===== src/rtl/tap_period_ctrl_pkg.sv =====
// Shared TapTempo definitions: FSM state encoding, tick period and default limits,
// also used by the timepulse generator and the BPM divider.
package tap_period_ctrl_pkg;

  typedef enum logic {
    IDLE  = 1'b0,
    COUNT = 1'b1
  } tap_state_e;

  localparam int TP_PER_NS         = 5120;
  localparam int DEF_PERIOD_W      = 21;
  localparam int DEF_MAX_PERIOD_TP = 2000000;
  localparam int DEF_MIN_PERIOD_TP = 11719;
  localparam int AVG_DEPTH         = 4;

  // History fill level after one more accepted period, saturating at the depth.
  function automatic logic [2:0] avg_next_cnt(input logic [2:0] cnt);
    return (cnt >= 3'd4) ? 3'd4 : (cnt + 3'd1);
  endfunction

endpackage


===== src/rtl/tap_period_ctrl_if.sv =====
// Period hand-off port: measured period with valid/ready flow control.
interface tap_period_ctrl_if #(
  parameter int PERIOD_W = 21
) ();

  logic [PERIOD_W-1:0] period_o;
  logic                period_valid_o;
  logic                period_ready_i;

  modport master (
    output period_o,
    output period_valid_o,
    input  period_ready_i
  );

  modport slave (
    input  period_o,
    input  period_valid_o,
    output period_ready_i
  );

endinterface


===== src/rtl/tap_period_ctrl_period_avg.sv =====
// Running mean of the last four accepted periods (4-deep history plus sum).
// Mean is taken over 1, 2, 2 (repeated), then 4 periods while the history fills.
module tap_period_ctrl_period_avg
  import tap_period_ctrl_pkg::*;
#(
  parameter int PERIOD_W = DEF_PERIOD_W
) (
  input  logic                clk_i,
  input  logic                rst_i,
  input  logic                clr_i,
  input  logic                load_i,
  input  logic [PERIOD_W-1:0] period_i,
  output logic [PERIOD_W-1:0] mean_o,
  output logic                done_o
);

  localparam int SUM_W = PERIOD_W + 2;

  logic [PERIOD_W-1:0] hist_q [AVG_DEPTH];
  logic [SUM_W-1:0]    sum_q;
  logic [SUM_W-1:0]    sum_d;
  logic [2:0]          cnt_q;
  logic [2:0]          cnt_d;
  logic [PERIOD_W-1:0] mean_q;
  logic [PERIOD_W-1:0] mean_d;
  logic                done_q;

  // Oldest entry leaves the sum only once the history is full.
  always_comb begin
    sum_d = sum_q + SUM_W'(period_i)
          - ((cnt_q == 3'd4) ? SUM_W'(hist_q[AVG_DEPTH-1]) : {SUM_W{1'b0}});
    cnt_d = avg_next_cnt(cnt_q);
    case (cnt_d)
      3'd1:    mean_d = period_i;
      3'd2:    mean_d = PERIOD_W'(sum_d >> 1);
      3'd3:    mean_d = mean_q;
      3'd4:    mean_d = PERIOD_W'(sum_d >> 2);
      default: mean_d = mean_q;
    endcase
  end

  always_ff @(posedge clk_i or posedge rst_i) begin
    if (rst_i) begin
      for (int i = 0; i < AVG_DEPTH; i++) begin
        hist_q[i] <= {PERIOD_W{1'b0}};
      end
      sum_q  <= {SUM_W{1'b0}};
      cnt_q  <= 3'd0;
      mean_q <= {PERIOD_W{1'b0}};
      done_q <= 1'b0;
    end else if (clr_i) begin
      for (int i = 0; i < AVG_DEPTH; i++) begin
        hist_q[i] <= {PERIOD_W{1'b0}};
      end
      sum_q  <= {SUM_W{1'b0}};
      cnt_q  <= 3'd0;
      mean_q <= {PERIOD_W{1'b0}};
      done_q <= 1'b0;
    end else begin
      done_q <= load_i;
      if (load_i) begin
        hist_q[0] <= period_i;
        for (int i = 1; i < AVG_DEPTH; i++) begin
          hist_q[i] <= hist_q[i-1];
        end
        sum_q  <= sum_d;
        cnt_q  <= cnt_d;
        mean_q <= mean_d;
      end else begin
        sum_q  <= sum_q;
        cnt_q  <= cnt_q;
        mean_q <= mean_q;
      end
    end
  end

  assign mean_o = mean_q;
  assign done_o = done_q;

endmodule


===== src/rtl/tap_period_ctrl.sv =====
// Tap interval measurement: detects tap edges, re-phases the timepulse generator,
// counts ticks between taps and offers the period on a valid/ready port.
// Build option TAP_PERIOD_AVG_EN reports the mean of the last four periods instead.
module tap_period_ctrl
  import tap_period_ctrl_pkg::*;
#(
  parameter int PERIOD_W      = DEF_PERIOD_W,
  parameter int MAX_PERIOD_TP = DEF_MAX_PERIOD_TP,
  parameter int MIN_PERIOD_TP = DEF_MIN_PERIOD_TP
) (
  input  logic              clk_i,
  input  logic              rst_i,
  input  logic              tap_i,
  input  logic              tp_i,
  output logic              tp_rst_o,
  output logic              timeout_o,
  output logic              busy_o,
  tap_period_ctrl_if.master per_if
);

  if (MAX_PERIOD_TP >= (2 ** PERIOD_W)) begin : g_width_chk
    $error("tap_period_ctrl: MAX_PERIOD_TP does not fit in PERIOD_W bits");
  end

  localparam logic [PERIOD_W-1:0] MAX_C   = PERIOD_W'(MAX_PERIOD_TP);
  localparam logic [PERIOD_W-1:0] MIN_C   = PERIOD_W'(MIN_PERIOD_TP);
  localparam logic [PERIOD_W-1:0] CNT_SAT = {PERIOD_W{1'b1}};
  localparam logic [PERIOD_W-1:0] CNT_ONE = {{(PERIOD_W-1){1'b0}}, 1'b1};

  tap_state_e          state_q;
  logic [PERIOD_W-1:0] counter_q;
  logic [PERIOD_W-1:0] cnt_inc_d;
  logic [PERIOD_W-1:0] raw_period_d;
  logic                tap_q;
  logic                tap_rise_q;
  logic                tp_rst_q;
  logic                timeout_q;
  logic                busy_q;
  logic [PERIOD_W-1:0] period_q;
  logic                valid_q;
  logic                timeout_hit;
  logic                tap_accept;
  logic                load_en;
  logic [PERIOD_W-1:0] load_val;

  // Timeout outranks an accepted tap; a tick coinciding with the tap is counted.
  always_comb begin
    cnt_inc_d    = (counter_q == CNT_SAT) ? counter_q : (counter_q + CNT_ONE);
    timeout_hit  = (state_q == COUNT) && (counter_q >= MAX_C);
    tap_accept   = (state_q == COUNT) && !timeout_hit && tap_rise_q && (counter_q >= MIN_C);
    raw_period_d = tp_i ? cnt_inc_d : counter_q;
  end

  always_ff @(posedge clk_i or posedge rst_i) begin
    if (rst_i) begin
      state_q    <= IDLE;
      counter_q  <= {PERIOD_W{1'b0}};
      tap_q      <= 1'b0;
      tap_rise_q <= 1'b0;
      tp_rst_q   <= 1'b0;
      timeout_q  <= 1'b0;
      busy_q     <= 1'b0;
    end else begin
      tap_q      <= tap_i;
      tap_rise_q <= tap_i & ~tap_q;
      tp_rst_q   <= 1'b0;
      timeout_q  <= 1'b0;
      case (state_q)
        IDLE: begin
          counter_q <= {PERIOD_W{1'b0}};
          if (tap_rise_q) begin
            tp_rst_q <= 1'b1;
            state_q  <= COUNT;
            busy_q   <= 1'b1;
          end else begin
            state_q  <= IDLE;
            busy_q   <= 1'b0;
          end
        end
        COUNT: begin
          if (timeout_hit) begin
            timeout_q <= 1'b1;
            counter_q <= {PERIOD_W{1'b0}};
            state_q   <= IDLE;
            busy_q    <= 1'b0;
          end else if (tap_accept) begin
            counter_q <= {PERIOD_W{1'b0}};
            tp_rst_q  <= 1'b1;
            busy_q    <= 1'b1;
          end else if (tp_i) begin
            counter_q <= cnt_inc_d;
            busy_q    <= 1'b1;
          end else begin
            counter_q <= counter_q;
            busy_q    <= 1'b1;
          end
        end
        default: begin
          state_q   <= IDLE;
          counter_q <= {PERIOD_W{1'b0}};
          busy_q    <= 1'b0;
        end
      endcase
    end
  end

`ifdef TAP_PERIOD_AVG_EN
  logic [PERIOD_W-1:0] avg_mean;
  logic                avg_done;

  tap_period_ctrl_period_avg #(
    .PERIOD_W (PERIOD_W)
  ) u_period_avg (
    .clk_i    (clk_i),
    .rst_i    (rst_i),
    .clr_i    (timeout_hit),
    .load_i   (tap_accept),
    .period_i (raw_period_d),
    .mean_o   (avg_mean),
    .done_o   (avg_done)
  );

  assign load_en  = avg_done;
  assign load_val = avg_mean;
`else
  assign load_en  = tap_accept;
  assign load_val = raw_period_d;
`endif

  // A fresh period always wins over a pending or completing transfer.
  always_ff @(posedge clk_i or posedge rst_i) begin
    if (rst_i) begin
      period_q <= {PERIOD_W{1'b0}};
      valid_q  <= 1'b0;
    end else if (load_en) begin
      period_q <= load_val;
      valid_q  <= 1'b1;
    end else if (valid_q && per_if.period_ready_i) begin
      period_q <= period_q;
      valid_q  <= 1'b0;
    end else begin
      period_q <= period_q;
      valid_q  <= valid_q;
    end
  end

  assign tp_rst_o              = tp_rst_q;
  assign timeout_o             = timeout_q;
  assign busy_o                = busy_q;
  assign per_if.period_o       = period_q;
  assign per_if.period_valid_o = valid_q;

endmodule

===== src/flat_wrapper.sv =====
// flat-port wrapper written by rule: the top's interface ports become plain ports
module tap_period_ctrl_flat import tap_period_ctrl_pkg::*;
#(
  parameter int PERIOD_W      = DEF_PERIOD_W,
  parameter int MAX_PERIOD_TP = DEF_MAX_PERIOD_TP,
  parameter int MIN_PERIOD_TP = DEF_MIN_PERIOD_TP
)
  (clk_i, rst_i, tap_i, tp_i, tp_rst_o, timeout_o, busy_o, per_if_period_o, per_if_period_valid_o, per_if_period_ready_i);
  tap_period_ctrl_if #(.PERIOD_W(PERIOD_W)) per_if_i ();
  input  logic clk_i;
  input  logic rst_i;
  input  logic tap_i;
  input  logic tp_i;
  output logic tp_rst_o;
  output logic timeout_o;
  output logic busy_o;
  output wire logic [$bits(per_if_i.period_o)-1:0] per_if_period_o;
  output wire logic [$bits(per_if_i.period_valid_o)-1:0] per_if_period_valid_o;
  input wire logic [$bits(per_if_i.period_ready_i)-1:0] per_if_period_ready_i;
  assign per_if_period_o = per_if_i.period_o;
  assign per_if_period_valid_o = per_if_i.period_valid_o;
  assign per_if_i.period_ready_i = per_if_period_ready_i;
  tap_period_ctrl #(.PERIOD_W(PERIOD_W), .MAX_PERIOD_TP(MAX_PERIOD_TP), .MIN_PERIOD_TP(MIN_PERIOD_TP)) u_core (.clk_i(clk_i), .rst_i(rst_i), .tap_i(tap_i), .tp_i(tp_i), .tp_rst_o(tp_rst_o), .timeout_o(timeout_o), .busy_o(busy_o), .per_if(per_if_i));
endmodule

===== config.mk =====
export PLATFORM = sky130hd
export DESIGN_NAME = tap_period_ctrl_flat
export DESIGN_NICKNAME = d
export VERILOG_FILES = /design/src/rtl/tap_period_ctrl_pkg.sv /design/src/rtl/tap_period_ctrl_if.sv /design/src/rtl/tap_period_ctrl_period_avg.sv /design/src/rtl/tap_period_ctrl.sv /design/src/flat_wrapper.sv
export SDC_FILE = /design/constraint.sdc
export NUM_CORES = 1
export LEC_CHECK = 0
export CAP_MARGIN = 15
export CORE_MARGIN = 2
export CORE_UTILIZATION = 59
export CTS_CLUSTER_SIZE = 16
export DETAILED_ROUTE_END_ITERATION = 16
export GPL_TIMING_DRIVEN = 0
export PLACE_DENSITY = 0.91
export SLEW_MARGIN = 20
export SYNTH_ARGS = -nofsm -noshare
export SYNTH_HDL_FRONTEND = slang
export SYNTH_HIERARCHICAL = 1
export SYNTH_SLANG_ARGS = --single-unit

===== constraint.sdc =====
create_clock -name clk_i -period 5.8 [get_ports clk_i]
set_clock_uncertainty 0.05 [all_clocks]
set_input_delay 0.87 -clock clk_i [delete_from_list [all_inputs] [get_ports clk_i]]
set_output_delay 0.87 -clock clk_i [all_outputs]
set_load 0.02 [all_outputs]

==> results of run 1 <==
cell usage in the layout, fill, tap and decap left out, drive strengths merged, types with 4 or more instances in the layout:
master	instances
mux2	12
inv	17
nand2	12
xnor2	5
and3	5
nor2	15
clkbuf	13
nor3	5
nor2b	11
mux2i	11
dfrtp	48
nand4	5
buf	8
clkdlybuf4s50	29
xor2	10
nand3	6
and2	4
sequential cells by signal, summed over array words and instances (netlist names):
name	count
u_core/timeout_o	1
u_core/per_if.period_o	21
u_core/tap_rise_q	1
u_core/tap_q	1
u_core/tp_rst_o	1
u_core/counter_q	21
u_core/busy_o	1
u_core/per_if.period_valid_o	1
synth_stat cells, types with 2 or more instances:
library cell | n | area (sq um)
o21ai_0 | 2 | 10.0
nand4_1 | 5 | 31.3
nand2b_1 | 2 | 12.5
mux2_1 | 6 | 67.6
nand2_1 | 11 | 41.3
nand3_1 | 6 | 30.0
and3_1 | 5 | 31.3
and4_1 | 3 | 26.3
or4_4 | 2 | 22.5
o211ai_1 | 3 | 22.5
buf_6 | 3 | 33.8
buf_2 | 3 | 15.0
and2_1 | 3 | 18.8
nor2b_1 | 11 | 68.8
nor3_1 | 4 | 20.0
inv_1 | 17 | 63.8
xor2_1 | 10 | 87.6
ha_1 | 2 | 25.0
o31ai_1 | 2 | 15.0
mux2_2 | 4 | 45.0
a31oi_1 | 2 | 12.5
mux2i_1 | 11 | 110
nor2_1 | 15 | 56.3
a21o_1 | 3 | 22.5
clkbuf_1 | 6 | 22.5
xnor2_1 | 5 | 43.8
nor4_1 | 2 | 12.5
a211oi_1 | 2 | 15.0
a311oi_1 | 3 | 26.3
mux2_4 | 2 | 30.0
o311a_1 | 2 | 20.0
dfrtp_1 | 48 | 1200
cells by family after synthesis:
group	synth area share, %
and+or+nand+nor	18.3
DFF	49.5
buffers and inverters	6.08
AOI/OAI and AO/OA	9.27
muxes	10.4
xor gates and xnor gates	5.41
adders and majority gates	1.03
worst paths after layout:
path | end | slack [ns] | cells past startpoint
max in group asynchronous | u_core/counter_q[13] | 4.39 | 3
min | u_core/tap_rise_q | 0.36 | 1
max reg2reg | u_core/per_if.period_o[18] | 3.23 | 7
max | u_core/per_if.period_o[18] | 3.03 | 6
min reg2reg | u_core/tap_rise_q | 0.36 | 1
min in group asynchronous | u_core/per_if.period_o[3] | 0.83 | 2
metal layers:
metal	track usage, %	up-vias	part of all wire, %
met5	0	-	0
met4	6.00	0	0.61
met3	6.91	4	5.1
met2	36.5	43	48
met1	29.3	844	46
li1	-	845	-
cell type report:
class / count / area [sq um]
tap: 50 / 62.6
inverter: 17 / 63.8
fill: 294 / 1090
buffer: 14 / 83.8
clock inverter: 1 / 5.00
sequential: 48 / 1200
clock buffer: 6 / 72.6
multi-input combinational: 143 / 1080
timing repair buffer: 30 / 310
power by group:
| part | switching [W] | internal [W] | total, W |
|---|---|---|---|
| sequential | 0.0000182 | 0.000349 | 0.000368 |
| clock | 0.0000996 | 0.0000820 | 0.000182 |
| combinational | 0.0000477 | 0.0000351 | 0.0000827 |
| total | 0.000165 | 0.000467 | 0.000632 |
metrics by stage:
stage / area, sq um / std cells
3_3_place_gp: 2780 / 301
4_1_cts: 2880 / 309
5_1_grt: 2880 / 309
3_5_place_dp: 2800 / 302
2_1_floorplan: 2430 / 222
6_report: 2880 / 309
worst reg2reg max path: stages (launching register included):
cell	delay [ns]
dfrtp_1	0.43
ha_1	0.17
clkbuf_1	0.30
and2_1	0.26
nand4_1	0.31
or4_1	0.62
xor2_1	0.21
mux2i_1	0.10
==> flow_summary.json, run 1 <==
{
  "syn_area_per_cell_sq_um": 10.9,
  "wire_per_inst_um": 14.8,
  "powerDensity_nw_per_um2": 220,
  "r2r_start": "u_core/counter_q[0]",
  "endpoint_kind": "register",
  "gr-total-overflow": 0,
  "via_per_inst": 5.62,
  "drtIter0Drc": 75,
  "startpoint": "tp_i",
  "critical_path_buf_inv_count": 1,
  "drv_slew": 0,
  "yosysWarningCount": 6,
  "slowest_stage": "or4_1",
  "h-tree-depth": 2,
  "clk_pin_slew_ns": 0.08,
  "root_buffer": "clkbuf_8",
  "fin_tns_setup_ns": 0,
  "diodes": 0,
  "core_area_sq_um": 3970,
  "routed_wl_mm": 4.59,
  "synthCells": 222,
  "clkSinkCount": 48,
  "cts_tree": "done",
  "whs_ns": 0.357,
  "detailroute.via_count": 1736,
  "synth-seq-cells": 48,
  "firstDrtPassIters": 4,
  "chipWidth_um": 68.2,
  "ys_types": 49,
  "cts_hold_buf": 0,
  "syn-num-nets": 229,
  "max_cap_violations": 0,
  "ys.flop_type": "dfrtp_1",
  "p_leak_nw": 1.41,
  "rsz0062_at_grt": "false",
  "peakVddDrop_mv": 0.161,
  "seq_area_frac_synth_pct": 49.5,
  "pin_count": 30,
  "first_global_vias": 1637,
  "die-area_sq_um": 4650,
  "drive_above_1_share_pct": 12.0,
  "pre_cts_ws_ns": 2.75,
  "cts-resized-gates": 0,
  "fin_crit_ns": 2.77,
  "worstSetupPathType": "input pin to register",
  "crit_path_cell_trace": "clkdlybuf4s50_1 > and2_1 > nand4_1 > or4_1 > xor2_1 > mux2i_1",
  "syn_area_sq_um": 2430,
  "antenna_found_initial": 0,
  "hold_viol": 0,
  "gp_congestion": 0.832,
  "cp-start-kind": "input pin",
  "place_hpwl_mm": 3.40,
  "slew_headroom_pct": 62.4,
  "timing.final.ws_setup_ns": 3.03,
  "status": "finished, final reports clean",
  "synth-edff-count": 0,
  "nets": 266,
  "setup_violations": 0,
  "area_delta_synth_final_pct": 18.5,
  "fp.dieH_um": 68.2,
  "start_util_pct": 61.2,
  "drc": 0,
  "clkLatencyLatePin_ns": 0.29,
  "worstMarginPinSlew_ns": 0.564,
  "grt_max_degree": 31,
  "hold_start": "u_core/tap_q",
  "grt_usage_pct": 22.5,
  "cts_buffer_depth": 2,
  "num_rows": 23,
  "post-cts-setup-buffers": 0,
  "finalCritPeriodShare_pct": 47.8,
  "clock.fmax_mhz": 361,
  "required_ns": 5.92,
  "hp-class": "register to register",
  "cp_slowest_stage_delay_ns": 0.62,
  "utilization_pct": 72.5,
  "critPathMaxFanout": 7,
  "finalPower_w": 0.000632,
  "grt_pass1_wl_mm": 7.56,
  "cts_buffers": 5,
  "ys_async_sr_fraction_pct": 100,
  "port_buffers": 29,
  "path_delay_family": "simple AND/OR/NAND/NOR gates",
  "ant_nets": 0,
  "critical_path_arrival_ns": 2.90
}
Power figures use the tool's default switching activity.
==> run 2, diff against run 1 <==
--- a/config.mk
+++ b/config.mk
@@ -7,11 +7,11 @@
 export LEC_CHECK = 0
 export CAP_MARGIN = 15
 export CORE_MARGIN = 2
-export CORE_UTILIZATION = 59
+export CORE_UTILIZATION = 55
 export CTS_CLUSTER_SIZE = 16
 export DETAILED_ROUTE_END_ITERATION = 16
 export GPL_TIMING_DRIVEN = 0
-export PLACE_DENSITY = 0.91
+export PLACE_DENSITY = 0.86
 export SLEW_MARGIN = 20
 export SYNTH_ARGS = -nofsm -noshare
 export SYNTH_HDL_FRONTEND = slang
==> constraint.sdc (replaced) <==
create_clock -name clk_i -period 2.72 [get_ports clk_i]
set_clock_uncertainty 0.05 [all_clocks]
set_input_delay 0.408 -clock clk_i [delete_from_list [all_inputs] [get_ports clk_i]]
set_output_delay 0.408 -clock clk_i [all_outputs]
set_load 0.02 [all_outputs]
==> run 2 against run 1 <==
First-iteration DRC count is 2.7% higher. Via count is 0.63% higher. Sequential power is 110% higher. Combinational power is 120% higher. Cell count is 0.65% higher. Die area is 6.8% higher. Total power is 120% higher. Sequential share of layout area is 0.31 points lower.
==> flow_summary.json, run 2 (synthesized netlist as in run 1, its figures left out) <==
{
  "status": "finished, final reports clean",
  "nets": 266,
  "drv_slew": 0,
  "p_switching_w": 0.000366,
  "whs_ns": 0.355,
  "drive_above_1_share_pct": 12.4,
  "utilization_pct": 67.5,
  "fin_crit_ns": 2.48,
  "grt_max_degree": 29,
  "pwr-share-clk_pct": 31.8,
  "drtIter0Drc": 77,
  "pin_count": 30,
  "pre_cts_ws_ns": 0.145,
  "startpoint": "u_core/counter_q[1]",
  "ant_nets": 0,
  "drc": 0,
  "cts_hold_buf": 0,
  "crit-reg2reg-capture": "u_core/per_if.period_o[18]",
  "cts_tree": "done",
  "finalCritPeriodShare_pct": 91.1,
  "place_hpwl_mm": 3.25,
  "timing.final.ws_setup_ns": 0.241,
  "gr-total-overflow": 0,
  "firstDrtPassIters": 4,
  "via_per_inst": 5.62,
  "first_global_vias": 1677,
  "worstMarginPinSlew_ns": 0.534,
  "hp-class": "register to register",
  "detailroute.via_count": 1747,
  "post-cts-setup-buffers": 0,
  "cts_buffer_depth": 2,
  "hold_viol": 0,
  "r2r_start": "u_core/counter_q[1]",
  "worstSetupEndpoint": "u_core/per_if.period_o[18]",
  "reg2reg_slack_ns": 0.24,
  "rsz0062_at_grt": "false",
  "core_area_sq_um": 4290,
  "routed_wl_mm": 4.54,
  "p_comb_share_pct": 12.7,
  "rr_worst_depth": 7,
  "p_leak_nw": 1.42,
  "antenna_found_initial": 0,
  "area_delta_synth_final_pct": 19.4,
  "clkSinkCount": 48,
  "wire_per_inst_um": 14.6,
  "die-area_sq_um": 4960,
  "setup_violations": 0,
  "h-tree-depth": 2,
  "root_buffer": "clkbuf_8",
  "slew_headroom_pct": 64.4,
  "max_cap_violations": 0,
  "clk_pin_slew_ns": 0.08,
  "cts-resized-gates": 0,
  "endpoint_kind": "register",
  "fp.dieH_um": 70.5,
  "start_util_pct": 56.6,
  "layout_common_cells": "dfrtp_1 (48), clkdlybuf4s50_1 (29), inv_1 (16), nor2_1 (15)",
  "clock.fmax_mhz": 403,
  "n_fill_cell": 338,
  "worstSetupPathType": "register to register",
  "p_int_w": 0.00105,
  "critPathMaxFanout": 8,
  "gp_congestion": 0.912,
  "grt_usage_pct": 20.6,
  "seqPwrFrac_pct": 55.5,
  "num_rows": 24,
  "powerDensity_nw_per_um2": 487,
  "cp-start-kind": "register",
  "diodes": 0,
  "fin_tns_setup_ns": 0,
  "critical_path_arrival_ns": 2.62,
  "clkLatencyLatePin_ns": 0.30,
  "cts_buffers": 5,
  "port_buffers": 29,
  "finalPower_w": 0.00141,
  "required_ns": 2.86,
  "chipWidth_um": 70.5,
  "peakVddDrop_mv": 0.357,
  "final_common_cell": "dfrtp_1",
  "grt_pass1_wl_mm": 7.96,
  "swShare_pct": 25.9
}
run 2: changes by cell type in the layout (fill, tap and decap cells not counted):
| cell | change |
|---|---|
| clkbuf_8 | +2 |
| clkinv_2 | -1 |
| clkbuf_1 | -1 |
run 2: worst min-delay path by stage:
stage | startpoint | end | slack, ns | depth (start not counted)
after floorplan | u_core/tap_q | u_core/tap_rise_q | 0.33 | 1
after global placement | u_core/tap_q | u_core/tap_rise_q | 0.34 | 1
after detailed placement | u_core/tap_q | u_core/tap_rise_q | 0.34 | 1
after CTS | u_core/tap_q | u_core/tap_rise_q | 0.36 | 1
after global routing | u_core/tap_q | u_core/tap_rise_q | 0.36 | 1
final | u_core/tap_q | u_core/tap_rise_q | 0.35 | 1
run 2: metal layers:
layer,up-vias,track usage (%),share of wire (%)
met3,10,3.46,7.4
li1,850,-,-
met1,829,29.1,46
met4,0,8.97,1.5
met2,58,31.4,45
met5,-,0,0
run 2: cell type report:
type                       instances  area [sq um]  share of cell area, %
buffer                            14          83.8                   2.89
clock buffer                       7          96.3                   3.32
inverter                          17          63.8                   2.20
multi-input combinational        143          1080                   37.2
sequential                        48          1200                   41.4
tap                               52          65.1                   2.24
timing repair buffer              30           310                   10.7
run 2: critical path, cell delays in order, from the launching register on:
cell and delay, ns:
dfrtp_1 0.41, ha_1 0.18, clkbuf_1 0.28, and2_1 0.26, nand4_1 0.31, or4_1 0.58, xor2_1 0.19, mux2i_1 0.10
run 2: power by group through the flow:
stage | combinational, W | clock (W) | sequential [W]
6_report | 0.000180 | 0.000449 | 0.000783
5_1_grt | 0.000197 | 0.000486 | 0.000792
4_1_cts | 0.000182 | 0.000461 | 0.000783
3_5_place_dp | 0.000179 | 0 | 0.000796
3_3_place_gp | 0.000166 | 0 | 0.000793
2_1_floorplan | 0.000129 | 0 | 0.000790
run 2: stage by stage:
step                      cell area [sq um]  instances
after floorplan                        2430        222
after detailed placement               2800        304
final                                  2900        311
after global routing                   2900        311
after global placement                 2780        303
after CTS                              2900        311
==> run 3, diff against run 2 <==
==> constraint.sdc (replaced) <==
create_clock -name clk_i -period 2.72 [get_ports clk_i]
set_clock_uncertainty 0.05 [all_clocks]
set_input_delay 0.816 -clock clk_i [delete_from_list [all_inputs] [get_ports clk_i]]
set_output_delay 0.816 -clock clk_i [all_outputs]
set_load 0.02 [all_outputs]
==> run 3 against run 2 <==
Sequential power is essentially flat. Die area is the same. Cell count grew 0.64%. Worst hold slack is essentially flat. Maximum frequency shrank 3.0%. Register-to-register slack gained 0.05 ns. Via count grew 0.57%.
==> flow_summary.json, run 3 (synthesized netlist as in run 1, its figures left out) <==
{
  "gr-total-overflow": 0,
  "hold_viol": 0,
  "place_area_sq_um": 2800,
  "fin_tns_setup_ns": 0,
  "critPathMaxFanout": 5,
  "clock.fmax_mhz": 391,
  "h-tree-depth": 2,
  "grt_usage_pct": 20.6,
  "diodes": 0,
  "slew_headroom_pct": 64.7,
  "status": "finished, final reports clean",
  "rr_worst_depth": 8,
  "drc": 0,
  "drv_slew": 0,
  "grt_max_degree": 29,
  "antenna_found_initial": 0,
  "fin_crit_ns": 2.55,
  "area_delta_synth_final_pct": 20.0,
  "setup_violations": 0,
  "endpoint_kind": "register",
  "min_path_cells": 1,
  "worstSetupPathType": "input pin to register",
  "peakVddDrop_mv": 0.353,
  "finalCritPeriodShare_pct": 93.9,
  "max_cap_violations": 0,
  "cts_buffers": 5,
  "num_rows": 24,
  "final_common_cell": "dfrtp_1",
  "hp-class": "register to register",
  "reg2reg_slack_ns": 0.29,
  "startpoint": "tp_i",
  "rsz0062_at_grt": "false",
  "grt_pass1_wl_mm": 7.96,
  "n_fill_cell": 331,
  "start_util_pct": 56.6,
  "die-area_sq_um": 4960,
  "stdcell_count": 313,
  "fp.dieH_um": 70.5,
  "cp-start-kind": "input pin",
  "fin_area_sq_um": 2920,
  "clkSinkCount": 48,
  "clk_pin_slew_ns": 0.08,
  "via_per_inst": 5.61,
  "worstMarginPinSlew_ns": 0.530,
  "p_leak_nw": 1.43,
  "layout_common_cells": "dfrtp_1 (48), clkdlybuf4s50_1 (29), inv_1 (16), nor2_1 (15)",
  "crit-reg2reg-capture": "u_core/counter_q[4]",
  "cts_tree": "done",
  "place_hpwl_mm": 3.25,
  "detailroute.via_count": 1757,
  "cts_buffer_depth": 2,
  "cts-resized-gates": 0,
  "nets": 268,
  "r2r_start": "u_core/counter_q[0]",
  "firstDrtPassIters": 4,
  "routed_wl_mm": 4.68,
  "chipWidth_um": 70.5,
  "placed_cells": 304,
  "powerDensity_nw_per_um2": 484,
  "drive_above_1_share_pct": 13.0,
  "core_area_sq_um": 4290,
  "whs_ns": 0.355,
  "required_ns": 2.85,
  "ant_nets": 0,
  "port_buffers": 29,
  "gp_congestion": 0.912,
  "wire_per_inst_um": 15.0,
  "critical_path_arrival_ns": 2.69,
  "clkLatencyLatePin_ns": 0.30,
  "first_global_vias": 1677,
  "worstSetupEndpoint": "u_core/per_if.period_o[17]",
  "pin_count": 30,
  "drtIter0Drc": 94,
  "root_buffer": "clkbuf_8"
}
[run 3: changes by cell type in the layout (fill, tap and decap cells not counted)]
cell / previous run / this run
buf_4: 1 / 3
[run 3: report_power, final]
group / internal [W] / leakage [nW] / switching (W)
sequential: 0.000745 / 0.606 / 0.0000386
clock: 0.000226 / 0.0503 / 0.000220
combinational: 0.0000757 / 0.769 / 0.000105
total: 0.00105 / 1.43 / 0.000363
[run 3: worst min path at each step]
stage | slack, ns | end | startpoint
finish | 0.35 | u_core/tap_rise_q | u_core/tap_q
global route | 0.36 | u_core/tap_rise_q | u_core/tap_q
CTS | 0.36 | u_core/tap_rise_q | u_core/tap_q
detailed placement | 0.34 | u_core/tap_rise_q | u_core/tap_q
global placement | 0.34 | u_core/tap_rise_q | u_core/tap_q
floorplan | 0.33 | u_core/tap_rise_q | u_core/tap_q
[run 3: per-layer routing]
metal | up-vias | routed length [um] | share of wire [%] | global-route usage, %
met3 | 9 | 332 | 7.1 | 3.46
met2 | 59 | 2220 | 47 | 31.4
met1 | 837 | 2070 | 44 | 29.1
met5 | - | 0 | 0 | 0
met4 | 0 | 58 | 1.2 | 8.97
li1 | 852 | - | - | -
[run 3: final cells by class]
type	instances	area (sq um)	share of cell area [%]
Sequential cell	48	1200	41.2
Timing Repair Buffer	32	325	11.2
Multi-Input combinational cell	143	1080	37.0
Buffer	14	83.8	2.88
Inverter	17	63.8	2.19
Clock buffer	7	96.3	3.30
Tap cell	52	65.1	2.23
[run 3: per-stage QoR]
stage	total power [W]	setup slack, ns	utilization, %
floorplan	0.000919	0.536	-
global placement	0.000959	-0.197	64.8
detailed placement	0.000976	-0.263	65.3
CTS	0.00143	0.0519	67.5
global route	0.00148	0.115	67.9
finish	0.00141	0.165	67.9
[run 3: repair_timing]
item / in CTS / in global routing
setup buffers: 0 / 2
setup endpoints to repair: 0 / 2
hold buffers: 0 / 0
hold endpoints to repair: 0 / 0
[run 3: critical path, cell delays in order]
cell and delay (ns):
clkdlybuf4s50_1 0.56, and3_1 0.23, nand4_1 0.19, a311oi_1 0.44, xor2_1 0.15, mux2_1 0.31
